**src/rtl/fifo_reader.sv**
```systemverilog
// Read-side controller for the 256-entry byte FIFO: issues credit-checked reads and
// presents the data as a valid/ready stream. Define FIFO_READER_CNT_EN for pop_count.
module fifo_reader #(
    parameter int WIDTH = 8
) (
    input  logic             clk,
    input  logic             reset,
    input  logic             enable,
    input  logic             fifo_emp,
    output logic             fifo_rd_req,
    input  logic [WIDTH-1:0] fifo_rd_data,
    output logic             m_valid,
    input  logic             m_ready,
    output logic [WIDTH-1:0] m_data
`ifdef FIFO_READER_CNT_EN
    ,
    output logic [15:0]      pop_count
`endif
);

    logic [WIDTH-1:0] buffer [2];
    logic             head;
    logic             tail;
    logic             inflight;
    logic             pop;
    logic [1:0]       occ;
    logic [1:0]       occ_next;
    logic [2:0]       credit;

    assign m_valid = (occ != 2'd0);
    assign m_data  = buffer[head];
    assign pop     = m_valid & m_ready;

    // Counting the in-flight read as already landed guarantees it a free slot.
    always_comb begin
        credit      = {1'b0, occ} + {2'b00, inflight} - {2'b00, pop};
        occ_next    = credit[1:0];
        fifo_rd_req = reset & enable & ~fifo_emp & (credit < 3'd2);
    end

    always_ff @(posedge clk or negedge reset) begin
        if (!reset) begin
            occ      <= 2'd0;
            head     <= 1'b0;
            tail     <= 1'b0;
            inflight <= 1'b0;
        end else begin
            occ      <= occ_next;
            inflight <= fifo_rd_req;
            if (inflight) begin
                tail <= ~tail;
            end
            if (pop) begin
                head <= ~head;
            end
        end
    end

    always_ff @(posedge clk or negedge reset) begin
        if (!reset) begin
            for (int i = 0; i < 2; i++) begin
                buffer[i] <= '0;
            end
        end else if (inflight) begin
            buffer[tail] <= fifo_rd_data;
        end
    end

`ifdef FIFO_READER_CNT_EN
    always_ff @(posedge clk or negedge reset) begin
        if (!reset) begin
            pop_count <= 16'd0;
        end else if (pop) begin
            pop_count <= pop_count + 16'd1;
        end
    end
`endif

endmodule

```
**config.mk**
```make
export PLATFORM = sky130hd
export DESIGN_NAME = fifo_reader
export DESIGN_NICKNAME = d
export VERILOG_FILES = /design/src/rtl/fifo_reader.sv
export SDC_FILE = /design/constraint.sdc
export NUM_CORES = 1
export LEC_CHECK = 0
export CAP_MARGIN = 20
export CORE_MARGIN = 5
export CORE_UTILIZATION = 43
export CTS_CLUSTER_DIAMETER = 120
export DETAILED_ROUTE_END_ITERATION = 8
export HOLD_SLACK_MARGIN = 0.02
export PLACE_DENSITY = 0.71
export SETUP_SLACK_MARGIN = 0.15
export SYNTH_ARGS = -nofsm -noshare
export SYNTH_HDL_FRONTEND = slang
export SYNTH_SLANG_ARGS = --single-unit
```
**constraint.sdc**
```tcl
create_clock -name clk -period 2.9 [get_ports clk]
set_input_delay 0.29 -clock clk [delete_from_list [all_inputs] [get_ports clk]]
set_output_delay 0.29 -clock clk [all_outputs]
set_load 0.005 [all_outputs]
```
## Word-level counts from Yosys, hierarchy flattened

Index checks and enable logic that the tools add are counted.

| operators by class | value |
|---|---|
| shifts and indexed selects | 0 |
| magnitude comparators | 4 |
| divide/modulo/power cells | 0 |
| bitwise logic cells | 9 |
| $add $sub $neg | 2 |
| $mul | 0 |
| eq/ne operators | 0 |
| reduce and logical (&&, ||, !) cells | 2 |
| multiplexer cells | 6 |

Operators with widths:

| cell | number |
|---|---|
| $mux W8 | 4 |
| $bwmux W16 | 1 |
| $demux W8 S1 | 1 |
| $and A1 B1 Y1 | 4 |
| $ge A2 B2 Y1 const B | 2 |
| $not A1 Y2 | 2 |
| $add A2 B1 Y3 | 1 |
| $lt A3 B2 Y1 const B | 1 |
| $not A1 Y1 | 3 |
| $sub A3 B1 Y3 | 1 |
| $lt A2 B1 Y1 const B | 1 |
| $reduce_bool A2 Y1 | 1 |
| $logic_and A1 B1 Y1 | 1 |

| storage, ports and cells | value |
|---|---|
| RAM bits | 0 |
| flip-flop bits (word level) | 21 |
| output and inout bits | 10 |
| logic and storage cells | 29 |
| bits in read-only memories | 0 |
| memories kept | 0 |
| latch bits | 0 |
| input bits | 13 |

## Depth between registers and ports, before layout

Gate-level depths: netlist of run 1.

| depth | value |
|---|---|
| word-level depth | 6 |
| depth in mapped cells | 7 |
| depth with buffers taken out | 7 |

## Worst setup path after synthesis of run 1

Ideal clock, no wire load.

| path | value |
|---|---|
| path kind | flip-flop to output port |
| start | register occ[1] |
| end | output fifo_rd_req |
| cell stages (with the launch flop) | 7 |
| required time | 2.610 ns |
| setup slack | 0.753 ns |
| buffers on the path | 0 |
| arrival | 1.857 ns |
| cell sequence | dfrtp_1 o21a_1 ha_1 inv_1 ha_1 fa_1 nor4_1 |

| on the way | value |
|---|---|
| cells in the longest elaborated chain, start to end | 5 |
| elaborated cells between the ends (all ways) | 6 |
| those cells by class | add/sub (2); order compare (1); bitwise (2); reduce/logical (1) |

RTL lines:

| element | RTL line | source |
|---|---|---|
| from (decl) | 26 | `logic [1:0] occ;` |
| from (signal assigned) | 48 | `occ <= occ_next;` |
| $reduce_bool A2 Y1 | 30 | `assign m_valid = (occ != 2'd0);` |
| $and A1 B1 Y1 | 32 | `assign pop = m_valid & m_ready;` |
| via pop | 25 | `logic pop;` |
| $sub A3 B1 Y3 | 36 | `credit = {1'b0, occ} + {2'b00, inflight} - {2'b00, pop};` |
| via credit[1] | 28 | `logic [2:0] credit;` |
| $lt A3 B2 Y1 | 38 | `fifo_rd_req = reset & enable & ~fifo_emp & (credit < 3'd2);` |
| $and A1 B1 Y1 | 38 |  |
| to (decl) | 10 | `output logic fifo_rd_req,` |

The timed path passes the listed nets, and every way through them passes these cells.

## Worst setup path after layout of run 1

Same ends and word-level chain as after synthesis.

==> results_dict.tcl, run 1 <==
set metrics [dict create \
    status "finished, final reports clean" \
    wl_per_cell_um 14.3 \
    critical_path.top_delay_family "adder cells" \
    p_per_area_nw_per_um2 1020 \
    synth_area_sq_um 965 \
    synthTopCellsByCount "21 x dfrtp_1, 16 x mux2_2, 8 x mux2_4" \
    ff2ff_setup_slack_ns 0.97 \
    fp.coreArea_sq_um 2170 \
    max_stage_delay_ns 0.47 \
    finalSetupTns_ns 0 \
    yosysTopAreaCell "dfrtp_1" \
    finalHoldViolations 0 \
    worstPathCellList "o21a_1 > ha_1 > inv_1 > ha_1 > fa_2 > nor4_4 > clkbuf_2" \
    synthTopCellsByArea "dfrtp_1 54%, mux2_2 19%, mux2_4 12%" \
    drt-pass1-iter-count 1 \
    fin_nets 108 \
    critical_path_arrival_ns 2.29 \
    r2r_cells 6 \
    io_pins 23 \
    cts-root-buf "clkbuf_4" \
    numCtsBuffers 3 \
    rsz0062_at_grt "false" \
    dpl.cell_count 113 \
    drc_errors 0 \
    grt_max_degree 22 \
    cts_hold_buffers 0 \
    start_kind "flop" \
    clock-sinks 21 \
    routed_wl_mm 1.70 \
    drive_gt1_share_pct 40.7 \
    tightest_slew_ns 0.610 \
    p_leak_nw 0.567 \
    grt_usage_pct 11.8 \
    gp_routability_congestion 0.626 \
    grt_overflow_total 0 \
    wl_met3_um 108 \
    worstPathRequired_ns 2.61 \
    initialDrtViolationCount 0 \
    area_growth_pct 32.0 \
    setup_viol 0 \
    cts.clk_slew.worst_paths_ns 0.11 \
    netlist.area_leader.share_pct 54.5 \
    end_kind "output port" \
    avgSynthCellArea_sq_um 15.3 \
    regToRegEndpoint "inflight" \
    cap_violations 0 \
    fmax_mhz 388 \
    synth_top_flop_cell "dfrtp_1" \
    n_antenna_cell 0 \
    hold_path_class "input pin to asynchronous set/reset pin" \
    path_buf_inv 2 \
    drtAntennaViolNets 0 \
    worst_skew_pair.late_latency_ns 0.29 \
    final_util_pct 58.7 \
    slew_headroom_pct 59.1 \
    cts_buffer_depth 2 \
    cp_slowest_cell "fa_2" \
    htree_levels 1 \
    portBuffers 22 \
    ys_seq_area_share_pct 54.5 \
    rows 17 \
    ys_warn_count 0 \
    critPathMaxFanout 2 \
    post_dp_cell_area_sq_um 1220 \
    ir_drop_mv 0.498 \
    critical_path_depth 7 \
    synth_edf_count 0 \
    die_x_um 57.4 \
    wl_met1_um 740 \
    finalInstanceArea_sq_um 1270 \
    min_period_ns 2.58 \
    yosysUniqueCellTypes 15 \
    synth-seq-cells 21 \
    drv_slew 0 \
    via_count 574 \
    final_cells 119 \
    wl_met2_um 818 \
    vias_per_cell 4.82 \
    postSynthCellCount 63 \
    critPathKind "flop to output port" \
    skew_ns 0.00382 \
    cts_tree "built" \
    cp_common_cell "ha_1" \
    dieArea_sq_um 3290 \
    hpwl_mm 1.24 \
    topRoutingLayerUsed "met4" \
    timing.final.crit_share_pct 89.0 \
    antenna_found_initial 0 \
    timing.hold.ws_ns 0.394 \
    dieHeight_um 57.4 \
    syn_nets 79 \
    grt_pass1_vias 653 \
    grt_pass1_wl_mm 2.90 \
    synthArstFlopShare_pct 100 \
    r2r_start "occ[1]" \
    initial_core_util_pct 44.5 \
    synth.most_common_cell "dfrtp_1" \
]
==> what timing repair did <==
| action | in CTS | in global routing |
|---|---|---|
| resized for setup | 2 | 4 |
| setup buffers | 1 | 1 |
| endpoints found under the setup margin | 1 | 1 |
==> layer usage <==
| layer | vias to the layer above | GRT usage, % |
|---|---|---|
| li1 | 274 | - |
| met1 | 278 | 13.9 |
| met2 | 18 | 19.2 |
| met3 | 4 | 3.85 |
| met4 | 0 | 5.96 |
| met5 | - | 0 |
==> cell families after synthesis <==
group / count (synthesis) / synth area share (%)
XOR/XNOR: 3 / 2.72
flip-flops: 21 / 54.5
AO/OA/AOI/OAI: 1 / 0.779
multiplexers: 24 / 31.1
AND/OR/NAND/NOR: 5 / 2.98
adder cells (fa/ha/maj): 3 / 4.67
buffers and inverters: 6 / 3.24
==> how the worst max path moves through the flow <==
stage	start	endpoint	slack, ns
2_1_floorplan	occ[1]	fifo_rd_req	0.75
3_3_place_gp	m_ready	fifo_rd_req	-0.02
3_5_place_dp	m_ready	fifo_rd_req	-0.08
4_1_cts	occ[1]	fifo_rd_req	0.15
5_1_grt	occ[1]	fifo_rd_req	0.16
6_report	occ[1]	fifo_rd_req	0.32
==> final cells by class <==
cell class	count	area [sq um]
Clock buffer	3	22.5
Clock inverter	1	5.00
Fill cell	185	896
Inverter	4	15.0
Multi-Input combinational cell	36	425
Sequential cell	21	526
Tap cell	28	35.0
Timing Repair Buffer	26	245
==> worst reg2reg max path, cell delays in order (launching register included) <==
cell and delay [ns]:
dfrtp_1 0.41, o21a_1 0.19, ha_1 0.29, inv_1 0.06
ha_1 0.15, fa_2 0.47, nor4_4 0.27
==> sequential cells by signal, indices dropped and copies added, names as in the netlist <==
| name | cells |
|---|---|
| buffer | 16 |
| tail | 1 |
| occ | 2 |
| head | 1 |
| inflight | 1 |
==> where the power goes <==
group	leakage (nW)	total, mW	switching [mW]	internal (mW)
clock network	0.0177	0.133	0.0820	0.0513
logic	0.294	0.629	0.189	0.440
registers	0.255	0.534	0.0989	0.435
==> cells in the final DEF, fill, tap and decap left out, drive strengths merged <==
cell,n
fa,1
buf,4
clkdlybuf4s50,21
mux2,24
dfrtp,21
inv,4
clkinv,1
xor2,2
clkbuf,4
xnor2,1
nor4,1
o21a,1
nand2,3
ha,2
nor2b,1
==> through the flow <==
stage	worst slack [ns]	total power, mW
finish	0.320	1.30
global route	0.158	1.40
CTS	0.155	1.29
detailed placement	-0.0784	1.13
global placement	-0.0200	1.11
floorplan	0.753	0.858
(Power assumes the default switching activity.)
==> run 2: changes to the inputs <==
Settings changed: SLEW_MARGIN from default to 10.
==> results of run 2 <==
Final layout, timing and power as in run 1 (identical DEF).
